==> src/rtl/wshb_mire_if.sv <==
`default_nettype none
// ============================================================================
// Module   : wshb_mire_if
// Brief    : 16-bit Wishbone write-master bundle for the test-pattern painter.
// Revision : 1.0
// ============================================================================
interface wshb_mire_if;
    logic        wb_cyc;
    logic        wb_stb;
    logic        wb_we;
    logic [31:0] wb_adr;
    logic [15:0] wb_dat_ms;
    logic [1:0]  wb_sel;
    logic        wb_ack;

    modport master (
        output wb_cyc,
        output wb_stb,
        output wb_we,
        output wb_adr,
        output wb_dat_ms,
        output wb_sel,
        input  wb_ack
    );

    modport slave (
        input  wb_cyc,
        input  wb_stb,
        input  wb_we,
        input  wb_adr,
        input  wb_dat_ms,
        input  wb_sel,
        output wb_ack
    );
endinterface
`default_nettype wire

==> src/rtl/wshb_mire.sv <==
`default_nettype none
// ============================================================================
// Module   : wshb_mire
// Brief    : Wishbone master painting a grid test pattern into the frame
//            buffer, one pixel per transaction, releasing the bus each burst.
// Revision : 1.0
// ============================================================================
module wshb_mire #(
    parameter int HDISP = 640,
    parameter int VDISP = 480,
    parameter int BURST = 64,
    parameter int PAUSE = 2,
    parameter int GRID  = 16
) (
    input  logic        clk,
    input  logic        nrst,
    input  logic        enable,
    wshb_mire_if.master wb,
    output logic        frame_done
);

    localparam int c_XW = (HDISP > 1) ? $clog2(HDISP) : 1;
    localparam int c_YW = (VDISP > 1) ? $clog2(VDISP) : 1;
    localparam int c_BW = (BURST > 1) ? $clog2(BURST) : 1;
    localparam int c_PW = (PAUSE > 1) ? $clog2(PAUSE) : 1;

    localparam logic [c_XW-1:0] c_X_LAST     = c_XW'(HDISP - 1);
    localparam logic [c_YW-1:0] c_Y_LAST     = c_YW'(VDISP - 1);
    localparam logic [c_XW-1:0] c_X_MASK     = c_XW'(GRID - 1);
    localparam logic [c_YW-1:0] c_Y_MASK     = c_YW'(GRID - 1);
    localparam logic [c_BW-1:0] c_BURST_LAST = c_BW'(BURST - 1);
    localparam logic [c_PW-1:0] c_PAUSE_LAST = c_PW'(PAUSE - 1);

    typedef enum logic [1:0] {
        S_IDLE  = 2'd0,
        S_WRITE = 2'd1,
        S_PAUSE = 2'd2
    } state_t;

    state_t          r_state;
    state_t          w_state;
    logic [c_XW-1:0] r_x;
    logic [c_XW-1:0] w_x;
    logic [c_YW-1:0] r_y;
    logic [c_YW-1:0] w_y;
    logic [31:0]     r_adr;
    logic [31:0]     w_adr;
    logic [c_BW-1:0] r_burst;
    logic [c_BW-1:0] w_burst;
    logic [c_PW-1:0] r_pause;
    logic [c_PW-1:0] w_pause;
    logic            r_stb;
    logic            w_stb;
    logic [15:0]     r_dat;
    logic            r_frame_done;
    logic            w_frame_done;

    logic            w_last_x;
    logic            w_last_y;

    // Grid lines fall on multiples of GRID; GRID is a power of two so a mask suffices.
    function automatic logic [15:0] f_pixel(input logic [c_XW-1:0] px,
                                            input logic [c_YW-1:0] py);
        return (((px & c_X_MASK) == '0) || ((py & c_Y_MASK) == '0)) ? 16'hFFFF : 16'h0000;
    endfunction

    assign w_last_x = (r_x == c_X_LAST);
    assign w_last_y = (r_y == c_Y_LAST);

    always_comb begin
        w_state      = r_state;
        w_x          = r_x;
        w_y          = r_y;
        w_adr        = r_adr;
        w_burst      = r_burst;
        w_pause      = r_pause;
        w_stb        = r_stb;
        w_frame_done = 1'b0;

        case (r_state)
            S_IDLE: begin
                if (enable) begin
                    w_state = S_WRITE;
                    w_stb   = 1'b1;
                end
            end

            S_WRITE: begin
                if (wb.wb_ack) begin
                    if (!w_last_x) begin
                        w_x   = r_x + c_XW'(1);
                        w_adr = r_adr + 32'd2;
                    end else if (!w_last_y) begin
                        w_x   = '0;
                        w_y   = r_y + c_YW'(1);
                        w_adr = r_adr + 32'd2;
                    end else begin
                        w_x          = '0;
                        w_y          = '0;
                        w_adr        = '0;
                        w_frame_done = 1'b1;
                    end

                    // Burst boundary wins over a disable on the same ack.
                    if (r_burst == c_BURST_LAST) begin
                        w_burst = '0;
                        w_pause = '0;
                        w_state = S_PAUSE;
                        w_stb   = 1'b0;
                    end else begin
                        w_burst = r_burst + c_BW'(1);
                        if (!enable) begin
                            w_state = S_IDLE;
                            w_stb   = 1'b0;
                        end
                    end
                end
            end

            S_PAUSE: begin
                if (r_pause == c_PAUSE_LAST) begin
                    w_state = enable ? S_WRITE : S_IDLE;
                    w_stb   = enable;
                end else begin
                    w_pause = r_pause + c_PW'(1);
                end
            end

            default: begin
                w_state = S_IDLE;
                w_stb   = 1'b0;
            end
        endcase
    end

    always_ff @(posedge clk or negedge nrst) begin
        if (!nrst) begin
            r_state      <= S_IDLE;
            r_x          <= '0;
            r_y          <= '0;
            r_adr        <= '0;
            r_burst      <= '0;
            r_pause      <= '0;
            r_stb        <= 1'b0;
            r_dat        <= '0;
            r_frame_done <= 1'b0;
        end else begin
            r_state      <= w_state;
            r_x          <= w_x;
            r_y          <= w_y;
            r_adr        <= w_adr;
            r_burst      <= w_burst;
            r_pause      <= w_pause;
            r_stb        <= w_stb;
            r_dat        <= f_pixel(w_x, w_y);
            r_frame_done <= w_frame_done;
        end
    end

    assign wb.wb_cyc    = r_stb;
    assign wb.wb_stb    = r_stb;
    assign wb.wb_we     = r_stb;
    assign wb.wb_sel    = {2{r_stb}};
    assign wb.wb_adr    = r_adr;
    assign wb.wb_dat_ms = r_dat;
    assign frame_done   = r_frame_done;

endmodule
`default_nettype wire

==> src/flat_wrapper.sv <==
// flat-port wrapper written by rule: the top's interface ports become plain ports
module wshb_mire_flat 
#(
    parameter int HDISP = 640,
    parameter int VDISP = 480,
    parameter int BURST = 64,
    parameter int PAUSE = 2,
    parameter int GRID  = 16
)
  (clk, nrst, enable, frame_done, wb_wb_cyc, wb_wb_stb, wb_wb_we, wb_wb_adr, wb_wb_dat_ms, wb_wb_sel, wb_wb_ack);
  wshb_mire_if wb_i ();
  input  logic clk;
  input  logic nrst;
  input  logic enable;
  output logic frame_done;
  output wire logic [$bits(wb_i.wb_cyc)-1:0] wb_wb_cyc;
  output wire logic [$bits(wb_i.wb_stb)-1:0] wb_wb_stb;
  output wire logic [$bits(wb_i.wb_we)-1:0] wb_wb_we;
  output wire logic [$bits(wb_i.wb_adr)-1:0] wb_wb_adr;
  output wire logic [$bits(wb_i.wb_dat_ms)-1:0] wb_wb_dat_ms;
  output wire logic [$bits(wb_i.wb_sel)-1:0] wb_wb_sel;
  input wire logic [$bits(wb_i.wb_ack)-1:0] wb_wb_ack;
  assign wb_wb_cyc = wb_i.wb_cyc;
  assign wb_wb_stb = wb_i.wb_stb;
  assign wb_wb_we = wb_i.wb_we;
  assign wb_wb_adr = wb_i.wb_adr;
  assign wb_wb_dat_ms = wb_i.wb_dat_ms;
  assign wb_wb_sel = wb_i.wb_sel;
  assign wb_i.wb_ack = wb_wb_ack;
  wshb_mire #(.HDISP(HDISP), .VDISP(VDISP), .BURST(BURST), .PAUSE(PAUSE), .GRID(GRID)) u_core (.clk(clk), .nrst(nrst), .enable(enable), .wb(wb_i), .frame_done(frame_done));
endmodule
==> config.mk <==
export PLATFORM = sky130hd
export DESIGN_NAME = wshb_mire_flat
export DESIGN_NICKNAME = d
export VERILOG_FILES = /design/src/rtl/wshb_mire_if.sv /design/src/rtl/wshb_mire.sv /design/src/flat_wrapper.sv
export SDC_FILE = /design/constraint.sdc
export NUM_CORES = 1
export LEC_CHECK = 0
export ABC_AREA = 0
export CAP_MARGIN = 25
export CORE_MARGIN = 5
export CORE_UTILIZATION = 45
export DETAILED_ROUTE_END_ITERATION = 7
export PLACE_DENSITY_LB_ADDON = 0.15
export SLEW_MARGIN = 20
export SYNTH_ARGS = -nofsm -noshare
export SYNTH_HDL_FRONTEND = slang
export SYNTH_SLANG_ARGS = --single-unit
export TNS_END_PERCENT = 1
==> constraint.sdc <==
create_clock -name clk -period 2.4 [get_ports clk]
set_input_delay 0.36 -clock clk [delete_from_list [all_inputs] [get_ports clk]]
set_output_delay 0.36 -clock clk [all_outputs]
set_load 0.01 [all_outputs]
==> impl_metrics.yaml <==
status:
  status: "finished, final reports clean"
power:
  peakVddDrop_mv: 0.377
  total_power_uw: 2880
  power_density_nw_per_um2: 689
  p_leak_uw: 0.00181
floorplanning:
  core_um2: 7290
  ios: 58
  start_util_pct: 46.6
  dieArea_um2: 9390
  die_h_um: 96.9
  row_count: 31
  die_w_um: 96.9
synth:
  synth_top_area_share_pct: 45.7
  async_reset_ff_share_pct: 100
  synth_enable_flop_cells: 0
  synth_area_leaders: "dfrtp_1, xnor2_1, xor2_1"
  synth_flop_cell: "dfrtp_1"
  syn_area_um2: 3400
  synth.avg_cell_area_um2: 9.74
  yosysWarnings: 0
  synth_nets: 357
  synth_area_leader_cell: "dfrtp_1"
  ys_seq_elements: 62
  ys_types: 49
  yosysSeqAreaShare_pct: 45.7
  synthCells: 349
placed_design:
  port_buffers: 56
  finalWeightedCongestion: 0.808
  placed_area_um2: 3950
  hpwl_um: 4850
global_routing:
  grt_pass1_vias: 2475
  grt_first_pass_wirelength_um: 12100
  antenna_found_initial: 0
  grt_usage_pct: 15.5
  overflow: 0
  grt_max_degree: 63
detailed_routing:
  vias: 2565
  drt_wl_total_um: 6930
  drc: 0
  drt_iter0_markers: 77
  wl_per_cell_um: 14.0
  vias_per_cell: 5.18
  antenna_left: 0
  dr.pass1.iters: 4
clocking:
  htree_levels: 3
  clock_latency_ps: 340
  cts_tree: "built"
  postCtsSetupRepairBufs: 0
  cts_resized: 0
  cts_max_path_buffers: 2
  clockRootBuffer: "clkbuf_8"
  cts-hold-fix-buffers: 0
  numCtsBuffers: 9
  clkTransAtPathRegs_ps: 60
  clock_sinks: 62
sta:
  hold_violations: 0
  worst_pin_slew_ps: 580
  fin_setup_tns_ps: 0
  timing.hold.ws_ps: 3.53
  min_period_ps: 2050
  fin_crit_sh_pct: 85.5
  skew_ps: 13.8
  rsz0062_at_grt: "false"
  drv_slew: 0
  relSlewSlack_pct: 61.0
  fmax_ghz: 0.487
  final-setup-viol-count: 0
setup_path:
  slowest_delay_ps: 650
  slowest_stage: "clkdlybuf4s50_1"
  cp_max_fo: 10
  cpLargestDelayFamily: "buffers and inverters"
  worstPathRequired_ps: 2620
  end_kind: "flop"
  path_class: "input port to flop"
  crit_arrival_ps: 2270
  worstPathCellList: "clkdlybuf4s50_1, nand4b_4, nor4_4, buf_4, nand2_1, nor2_1, mux2_2"
  startpoint_type: "input port"
  crit_buf_inv: 2
finish:
  area_growth_pct: 23.1
  utilization_pct: 57.4
  layout.nets: 399
  stdcell_area_um2: 4180
  diodes: 0
  drive_above_1_share_pct: 10.6
run:
  drv_cap: 0
worst_hold_path:
  min_path_type: "input port to asynchronous set/reset pin"
## layer usage
metal	vias up	wire (µm)	global-route usage (%)
met1	1227	3470	21.0
met4	0	118	6.05
met2	47	3030	23.4
met3	11	305	4.60
met5	-	0	0
li1	1280	-	-
## registers in the layout, summed over array words and instances, names as in the netlist
name,flops
u_core.wb.wb_adr,31
u_core.r_pause,1
u_core.r_x,10
u_core.r_state,2
u_core.wb.wb_cyc,1
u_core.frame_done,1
u_core.wb.wb_dat_ms,1
u_core.r_y,9
u_core.r_burst,6
## worst paths after layout
| path | startpoint | end | slack [ps] | cells past startpoint |
|---|---|---|---|---|
| max | wb_wb_ack | u_core.r_y[8]$_DFFE_PN0P_ | 350 | 7 |
| min | nrst | u_core.r_y[4]$_DFFE_PN0P_ | 4 | 2 |
| max reg2reg | u_core.r_x[0]$_DFF_PN0_ | u_core.r_y[8]$_DFFE_PN0P_ | 390 | 7 |
| min reg2reg | u_core.r_y[4]$_DFFE_PN0P_ | u_core.r_y[4]$_DFFE_PN0P_ | 480 | 1 |
| max in group asynchronous | nrst | u_core.r_y[0]$_DFF_PN0_ | 2080 | 2 |
| min in group clk | u_core.r_y[4]$_DFFE_PN0P_ | u_core.r_y[4]$_DFFE_PN0P_ | 480 | 1 |
## per-stage QoR
step / std cells / worst slack (ps)
5_1_grt: 495 / 246
6_report: 495 / 348
3_5_place_dp: 479 / 14.4
2_1_floorplan: 349 / 564
4_1_cts: 495 / 363
3_3_place_gp: 479 / 51.1
## synthesized netlist by cell type (all sizes together) (3+ instances only)
cell,instances
clkbuf,4
inv,6
and3,13
and4,4
nand2,33
nor3,3
ha,4
or3,6
nor2b,4
a21oi,9
nand2b,4
o21ai,16
buf,29
nand3,16
xnor2,20
nand4,19
nor4,6
xor2,19
nor4b,4
nor2,43
dfrtp,62
## cells by family after synthesis
| group | Yosys count | share of synthesized area, % |
|---|---|---|
| AOI/OAI and AO/OA | 36 | 6.52 |
| xor gates and xnor gates | 39 | 10.1 |
| adders and majority gates | 4 | 1.47 |
| buffers and inverters | 39 | 7.03 |
| DFF | 62 | 45.7 |
| muxes | 3 | 0.957 |
| other | 1 | 0.110 |
| and+or+nand+nor | 165 | 28.2 |
## layout by cell type (no fill, tap or decap), types with 3 or more instances in the layout
master	synthesis	routed
a21oi_1	9	9
and3_1	13	13
and4_1	4	4
buf_4	20	6
bufinv_16	0	3
clkbuf_8	0	9
clkdlybuf4s50_1	0	55
clkinv_2	0	3
dfrtp_1	62	62
ha_1	4	4
inv_1	5	5
nand2_1	33	33
nand2b_1	4	4
nand3_1	16	16
nand4_1	18	18
nor2_1	40	40
nor2_2	3	3
nor2b_1	4	4
nor4_1	5	5
nor4b_2	3	3
o21ai_0	16	16
or3_1	6	6
xnor2_1	20	20
xor2_1	19	19
## layout make-up
cell class                 count  area, µm²
clock buffer                   9        124
clock inverter                 7        113
fill                         655       3110
inverter                       6       22.5
multi-input combinational    248       1610
sequential                    62       1550
tap                           99        124
timing repair buffer          64        641
## power by group
part	switching [µW]	internal (µW)	leakage, µW
sequential	175	1160	0.000810
combinational	216	234	0.000884
clock	410	684	0.000119
Power figures use the tool's default switching activity.
